===== config.mk =====
export PLATFORM = sky130hd
export DESIGN_NAME = wdt_ctrl
export DESIGN_NICKNAME = d
export VERILOG_FILES = /design/src/rtl/wdt_ctrl_pkg.sv /design/src/rtl/wdt_ctrl_toggle_sync.sv /design/src/rtl/wdt_ctrl.sv
export SDC_FILE = /design/constraint.sdc
export NUM_CORES = 1
export LEC_CHECK = 0
export CAP_MARGIN = 20
export CELL_PAD_IN_SITES_DETAIL_PLACEMENT = 1
export CELL_PAD_IN_SITES_GLOBAL_PLACEMENT = 2
export CORE_MARGIN = 4
export CORE_UTILIZATION = 33
export DETAILED_ROUTE_END_ITERATION = 10
export PLACE_DENSITY_LB_ADDON = 0.12
export SYNTH_ARGS = -nofsm -noshare
export SYNTH_HDL_FRONTEND = slang
export SYNTH_SLANG_ARGS = --single-unit

===== constraint.sdc =====
create_clock -name clk_wdt -period 1.85 [get_ports clk_wdt]
set_input_delay 0.185 -clock clk_wdt [delete_from_list [all_inputs] [get_ports clk_wdt]]
set_output_delay 0.185 -clock clk_wdt [all_outputs]
set_load 0.03 [all_outputs]

===== src/rtl/wdt_ctrl_pkg.sv =====
// wdt_ctrl_pkg: shared types and constants for the watchdog sequencer.
// Holds the state enum, parameter defaults and STATUS bit reset values.
package wdt_ctrl_pkg;

   localparam int SYNC_STAGES_DEF   = 2;
   localparam int RST_PULSE_LEN_DEF = 4;

   localparam logic TO_N_RST = 1'b1;
   localparam logic PD_N_RST = 1'b1;

   typedef enum logic [1:0] {
      ST_RUN   = 2'd0,
      ST_SLEEP = 2'd1,
      ST_TRIP  = 2'd2
   } wdt_state_t;

endpackage


===== src/rtl/wdt_ctrl_toggle_sync.sv =====
// toggle_sync: multi-flop synchronizer with a one-cycle change strobe.
// Ports: clk_wdt, rst (sync, high), din (async level/toggle),
//        level (synchronized din), chg (high one cycle per din change).
module toggle_sync #(
   parameter int STAGES = 2
) (
   input  logic clk_wdt,
   input  logic rst,
   input  logic din,
   output logic level,
   output logic chg
);

   logic [STAGES-1:0] sync;
   logic              prev;

   always_ff @(posedge clk_wdt) begin
      if (rst) begin
         sync <= '0;
         prev <= 1'b0;
      end else begin
         sync <= {sync[STAGES-2:0], din};
         prev <= sync[STAGES-1];
      end
   end

   assign level = sync[STAGES-1];
   assign chg   = sync[STAGES-1] ^ prev;

endmodule


===== src/rtl/wdt_ctrl.sv =====
// wdt_ctrl: watchdog sequencer (CLRWDT/SLEEP handshakes, trip, wake, TO/PD).
// Ports: clk_wdt, rst (sync, high), wdt_en, clrwdt_req, sleep_req, ext_wake,
//        wdt_timeout in; wdt_clr, req_ack, sleep_mode, wake, wdt_rst,
//        to_n, pd_n out. Macro WDT_CTRL_EXT_WAKE_EN builds the ext_wake path.
module wdt_ctrl
   import wdt_ctrl_pkg::*;
#(
   parameter int SYNC_STAGES   = SYNC_STAGES_DEF,
   parameter int RST_PULSE_LEN = RST_PULSE_LEN_DEF
) (
   input  logic clk_wdt,
   input  logic rst,
   input  logic wdt_en,
   input  logic clrwdt_req,
   input  logic sleep_req,
   input  logic ext_wake,
   input  logic wdt_timeout,
   output logic wdt_clr,
   output logic req_ack,
   output logic sleep_mode,
   output logic wake,
   output logic wdt_rst,
   output logic to_n,
   output logic pd_n
);

   wdt_state_t state;
   logic [3:0] cnt;
   logic       ack_due;
   logic       clr_pend;
   logic       slp_pend;
   logic       to_q;

   logic clr_chg;
   logic slp_chg;
   logic clr_lvl_unused;
   logic slp_lvl_unused;
   logic ext_lvl;

   logic clr_any;
   logic slp_any;
   logic to_fire;

   toggle_sync #(.STAGES(SYNC_STAGES)) u_clr_sync (
      .clk_wdt (clk_wdt),
      .rst     (rst),
      .din     (clrwdt_req),
      .level   (clr_lvl_unused),
      .chg     (clr_chg)
   );

   toggle_sync #(.STAGES(SYNC_STAGES)) u_slp_sync (
      .clk_wdt (clk_wdt),
      .rst     (rst),
      .din     (sleep_req),
      .level   (slp_lvl_unused),
      .chg     (slp_chg)
   );

`ifdef WDT_CTRL_EXT_WAKE_EN
   logic ext_chg_unused;

   toggle_sync #(.STAGES(SYNC_STAGES)) u_ext_sync (
      .clk_wdt (clk_wdt),
      .rst     (rst),
      .din     (ext_wake),
      .level   (ext_lvl),
      .chg     (ext_chg_unused)
   );
`else
   logic ext_unused;

   assign ext_lvl    = 1'b0;
   assign ext_unused = ext_wake;
`endif

   // Requests held during TRIP merge with fresh ones in the first RUN cycle.
   assign clr_any = clr_chg | clr_pend;
   assign slp_any = slp_chg | slp_pend;
   assign to_fire = wdt_timeout & ~to_q & wdt_en;

   always_ff @(posedge clk_wdt) begin
      if (rst) begin
         state      <= ST_RUN;
         cnt        <= '0;
         ack_due    <= 1'b0;
         clr_pend   <= 1'b0;
         slp_pend   <= 1'b0;
         to_q       <= 1'b0;
         wdt_clr    <= 1'b0;
         req_ack    <= 1'b0;
         sleep_mode <= 1'b0;
         wake       <= 1'b0;
         wdt_rst    <= 1'b0;
         to_n       <= TO_N_RST;
         pd_n       <= PD_N_RST;
      end else begin
         to_q    <= wdt_timeout;
         wdt_clr <= 1'b0;
         wake    <= 1'b0;
         // One ack toggle covers every request serviced on the prior edge.
         ack_due <= 1'b0;
         req_ack <= req_ack ^ ack_due;

         case (state)
            ST_RUN: begin
               clr_pend <= 1'b0;
               slp_pend <= 1'b0;
               if (slp_any) begin
                  wdt_clr    <= 1'b1;
                  to_n       <= 1'b1;
                  pd_n       <= 1'b0;
                  sleep_mode <= 1'b1;
                  ack_due    <= 1'b1;
                  state      <= ST_SLEEP;
               end else if (clr_any) begin
                  // A clear in the same cycle swallows the timeout.
                  wdt_clr <= 1'b1;
                  to_n    <= 1'b1;
                  pd_n    <= 1'b1;
                  ack_due <= 1'b1;
               end else if (to_fire) begin
                  to_n    <= 1'b0;
                  wdt_rst <= 1'b1;
                  wdt_clr <= 1'b1;
                  cnt     <= 4'(RST_PULSE_LEN - 1);
                  state   <= ST_TRIP;
               end
            end

            ST_SLEEP: begin
               ack_due <= clr_chg | slp_chg;
               if (to_fire) begin
                  to_n       <= 1'b0;
                  wake       <= 1'b1;
                  sleep_mode <= 1'b0;
                  state      <= ST_RUN;
               end else if (ext_lvl) begin
                  wake       <= 1'b1;
                  sleep_mode <= 1'b0;
                  state      <= ST_RUN;
               end
            end

            ST_TRIP: begin
               clr_pend <= clr_pend | clr_chg;
               slp_pend <= slp_pend | slp_chg;
               if (cnt == 4'd0) begin
                  wdt_rst <= 1'b0;
                  state   <= ST_RUN;
               end else begin
                  cnt <= cnt - 4'd1;
               end
            end

            default: begin
               state <= ST_RUN;
            end
         endcase
      end
   end

endmodule


After elaboration in Yosys (flattened, before gate mapping) --
Index checks and enable logic that the tools add are counted.
Word-level totals: flip-flop bits (word level) 23, bits of input ports 7, output and inout bits 7, logic and storage cells 85
Cells by class: add/sub/neg operators 1, eq/ne operators 11, mux-type cells 33, bitwise operators 11, reductions and logical operators 12
Operator list (count):
- two-way mux 1 bit | 16
- two-way mux 4 bit | 4
- != test 2 bit, second input constant | 7
- case mux 1 bit (2 select lines) | 6
- two-way mux 2 bit | 5
- AND reduction 5 bit | 2
- case mux 4 bit (2 select lines) | 1
- != test 3 bit, second input constant | 2
- case mux 2 bit (3 select lines) | 1
- nonzero test 2 bit | 3
- logical NOT 4 bit | 1
- AND reduction 4 bit | 1
- OR reduction 2 bit | 2
- subtractor 4 x 1 -> 4 bit, second input constant | 1
- NOT 1 bit | 3
- bitwise OR 1 bit | 3
- AND reduction 3 bit | 1
- XOR 1 bit | 3
- bitwise AND 1 bit | 2
- == test 2 x 1 -> 1 bit, second input constant | 1
- == test 2 bit, second input constant | 1
- logical NOT 2 bit | 1
- AND reduction 2 bit | 1

Longest topological paths before layout --
depth after elaboration 7, gate-level depth with buffers 6, gate-level depth less buffers 6

Cells and area by module --
A second synthesis with hierarchy kept.
Unflattened totals: cell total of the unflattened synthesis 98, area total of the unflattened synthesis 929.6 µm²
By module, submodules not included:
- wdt_ctrl | instances 1, cells an instance 84, area an instance 754.5 µm², seq. area each 340.3 µm²
- toggle_sync | instances 2, cells an instance 7, area an instance 87.6 µm², seq. area each 60.1 µm²

Least setup slack after synthesis --
OpenSTA, ideal clock, no wires.
path kind reg2reg, start point register state[0], end point register cnt[3], library setup time 121 ps, arrival 1267 ps, required time 1729 ps, setup slack 462 ps, cell stages (with the launch flop) 7, path buffers 2, period minus slack after synthesis 1388 ps, path through dfxtp_1 -> buf_6 -> or2_1 -> buf_6 -> o32a_4 -> o21ai_0 -> a21oi_1
Between the ends: word-level cells in the longest chain between the ends 3, elaborated cells between the ends (all ways) 9, classes of those cells 5 x eq/ne; 1 x mux; 3 x reduce/logical
Ends and longest elaborated chain:
- start: declaration | RTL line wdt_ctrl.sv:27 | wdt_state_t state;
- start signal: assignment | RTL line wdt_ctrl.sv:84 | state <= ST_RUN;
- start signal: assignment | RTL line wdt_ctrl.sv:115 | state <= ST_SLEEP;
- start signal: assignment | RTL line wdt_ctrl.sv:127 | state <= ST_TRIP;
- == test 2 bit or logical NOT 2 bit (tied branches) | RTL line wdt_ctrl.sv:105 | case (state)
- != test 2 bit (no line) or nonzero test 2 bit (tied branches)
- AND reduction 5 bit (no line)
- end signal: assignment | RTL line wdt_ctrl.sv:126 | cnt <= 4'(RST_PULSE_LEN - 1);
- end signal: assignment | RTL line wdt_ctrl.sv:152 | cnt <= cnt - 4'd1;
- end: declaration | RTL line wdt_ctrl.sv:28 | logic [3:0] cnt;
Several ways; a longest one is shown, not always the timed one. A chain may end at the register's enable or synchronous reset.

Worst setup path after layout --
start point register cnt[0], end point register cnt[0]
Between the ends: word-level cells in the longest chain between the ends 3, elaborated cells between the ends (all ways) 6, classes of those cells 1 x add/sub; 1 x eq/ne; 2 x mux; 2 x reduce/logical
Ends and longest elaborated chain (RTL line):
- subtractor 4 x 1 -> 4 bit or logical NOT 4 bit (tied branches) | wdt_ctrl.sv:152, wdt_ctrl.sv:148
- two-way mux 4 bit or != test 2 bit (tied branches)
- case mux 4 bit (2 select lines) or AND reduction 5 bit (tied branches)
Several ways; a longest one is shown, not always the timed one. The select of a mux whose other input is x is not followed.

==> impl_metrics.json <==
{
  "power_mw": 1.03,
  "dp.final_hpwl_um": 1570,
  "clock_path_buffers": 2,
  "synth-xor-area-share_pct": 3.56,
  "critPathLaunch": "cnt[0]",
  "fin_skew_ps": 2.59,
  "grt_remaining_overflow": 0,
  "diodes": 0,
  "maxCapViolCount": 0,
  "netlist_area_um2": 983,
  "core_mm2": 0.00281,
  "gr-usage-all-layers_pct": 11.9,
  "drt-total-wl_um": 2050,
  "required_ps": 2080,
  "syn-num-nets": 107,
  "finalNetCount": 124,
  "r2r-start": "cnt[0]",
  "vias_per_cell": 5.10,
  "synth_cells": 98,
  "fillerInstances": 330,
  "yosysWarnings": 0,
  "clock_latency_ps": 310,
  "worst_slack_ps": 236,
  "fin_crit_sh_pct": 87.2,
  "postPlaceCellArea_mm2": 0.00113,
  "yosys-mux-area-fraction_pct": 0,
  "antenna_found_initial": 0,
  "synth_area_leader_cell": "dfxtp_1",
  "synth-edff-count": 0,
  "wl_per_cell_um": 14.1,
  "powerDensity_mw_per_mm2": 884,
  "drv_slew": 0,
  "synth_simple_gate_area_share_pct": 19.2,
  "rsz0062_at_grt": "no",
  "grt_max_degree": 14,
  "final_core_util_pct": 41.4,
  "fin_tns_setup_ps": 0,
  "grt_pass1_wl_um": 3790,
  "synth-compound-area-share_pct": 21.4,
  "hp-start": "sleep_req",
  "ys_seq_area_share_pct": 46.8,
  "num_rows": 19,
  "clk_pin_slew_ps": 130,
  "area_growth_pct": 18.2,
  "cts-root-buf": "clkbuf_4",
  "ctsResizeCount": 0,
  "ys_types": 34,
  "finalHoldViolCount": 0,
  "start_kind": "flop",
  "status": "complete, no violations",
  "clock-sinks": 23,
  "synth_ff_type": "dfxtp_1",
  "die_w_um": 62.6,
  "ir_worst_vdd_mv": 0.429,
  "synth.avg_cell_area_um2": 10.0,
  "drc": 0,
  "async_reset_ff_share_pct": 0,
  "io_buffer_count": 12,
  "cts_tree": "done",
  "ys_ff_latch": 23,
  "cts_buffers": 3,
  "post-cts-setup-buffer-count": 0,
  "slew_headroom_pct": 69.6,
  "ant_nets": 0,
  "cp_data_arrival_time_ps": 1840,
  "synth_area_leaders": "dfxtp_1, nor2b_1, a21oi_1",
  "io_pins": 14,
  "htreeDepth": 1,
  "synth_top_area_share_pct": 46.8,
  "grt_pass1_vias": 820,
  "die_y_um": 62.6,
  "finalSetupViolCount": 0,
  "leakage_nw": 0.440,
  "critPathKind": "reg2reg",
  "first_pass_iters": 4,
  "drive_gt1_share_pct": 14.0,
  "synth.top_cells.by_count": "dfxtp_1, a21oi_1, nor2b_1",
  "num_vias": 740,
  "post-place-ws_ps": 243,
  "end_kind": "flop",
  "drt_iter0_markers": 23,
  "synth_fa_ha_area_share_pct": 2.54,
  "worst-path-max-fanout": 5,
  "initial_core_util_pct": 35.1,
  "finalInstanceArea_mm2": 0.00116,
  "holdBufCountCts": 0,
  "finalCriticalPeriod_ps": 1610,
  "worstMarginPinSlew_ps": 455,
  "yosysMostFrequentCell": "dfxtp_1",
  "synth_top_family_by_area": "compound AO/OA/AOI/OAI gates",
  "dieArea_mm2": 0.00392,
  "hp-class": "in2reg",
  "fmax_ghz": 0.620,
  "gp_congestion": 0.736
}
==> sequential cells by signal, summed over array words and instances (netlist names), 2 cells and up <==
register / flops
cnt: 4
state: 2
u_clr_sync.sync: 2
u_slp_sync.sync: 2
==> critical path, stage by stage (launching register included) <==
cell and delay (ps):
dfxtp_1 350, inv_1 100, ha_1 140, nor3b_2 360, nor2_1 160, or3_1 350, o41ai_2 60
==> routing by layer <==
layer / up-vias / track usage [%] / wire length (um)
li1: 382 / - / -
met1: 343 / 14.4 / 988
met2: 11 / 19.2 / 948
met3: 4 / 3.60 / 74
met4: 0 / 5.79 / 34
met5: - / 0 / 0
==> stage by stage <==
stage	hold slack [ps]	instances
2_1_floorplan	275	98
3_3_place_gp	424	141
3_5_place_dp	428	141
4_1_cts	412	145
5_1_grt	421	145
6_report	415	145
==> logic make-up (layout without fill, tap and decap cells) <==
kind of cell,count (synthesis),count (layout)
adder cells (fa/ha/maj),2,2
buffers and inverters,10,26
flip-flops,23,23
XOR/XNOR,4,4
AND/OR/NAND/NOR,31,31
AO/OA/AOI/OAI,28,28
==> placed cells by master (no fill, tap or decap), drive strengths merged, types with 3 or more instances in the layout <==
cell type	synthesis	final
clkbuf	0	3
clkdlybuf4s50	0	12
nor2b	7	7
o21ai	6	6
buf	5	5
inv	5	5
a21oi	8	8
a211oi	4	4
nor4	3	3
dfxtp	23	23
nor2	7	7
nor3	4	4
==> path summary, 6_finish.rpt <==
kind | slack, ps | endpoint | cells after the start
worst max-delay path | 240 | cnt[0] | 6
worst min-delay path | 420 | u_slp_sync.sync[0] | 2
worst max register to register | 240 | cnt[0] | 6
worst min register to register | 460 | u_clr_sync.sync[1] | 1
==> cell type report <==
| type | count | area (um2) | area share (%) |
|---|---|---|---|
| Inverter | 5 | 18.8 | 1.61 |
| Clock buffer | 3 | 22.5 | 1.94 |
| Multi-Input combinational cell | 65 | 459 | 39.5 |
| Tap cell | 31 | 38.8 | 3.34 |
| Clock inverter | 1 | 5.00 | 0.431 |
| Timing Repair Buffer | 17 | 158 | 13.6 |
| Sequential cell | 23 | 460 | 39.6 |
==> power by group <==
part | total [mW] | switching, mW | internal, mW | leakage [nW]
combinational | 0.235 | 0.126 | 0.109 | 0.234
sequential | 0.558 | 0.0276 | 0.531 | 0.189
clock | 0.235 | 0.154 | 0.0808 | 0.0177
total | 1.03 | 0.307 | 0.720 | 0.440
Note: power is estimated with default switching activity, not from simulation.
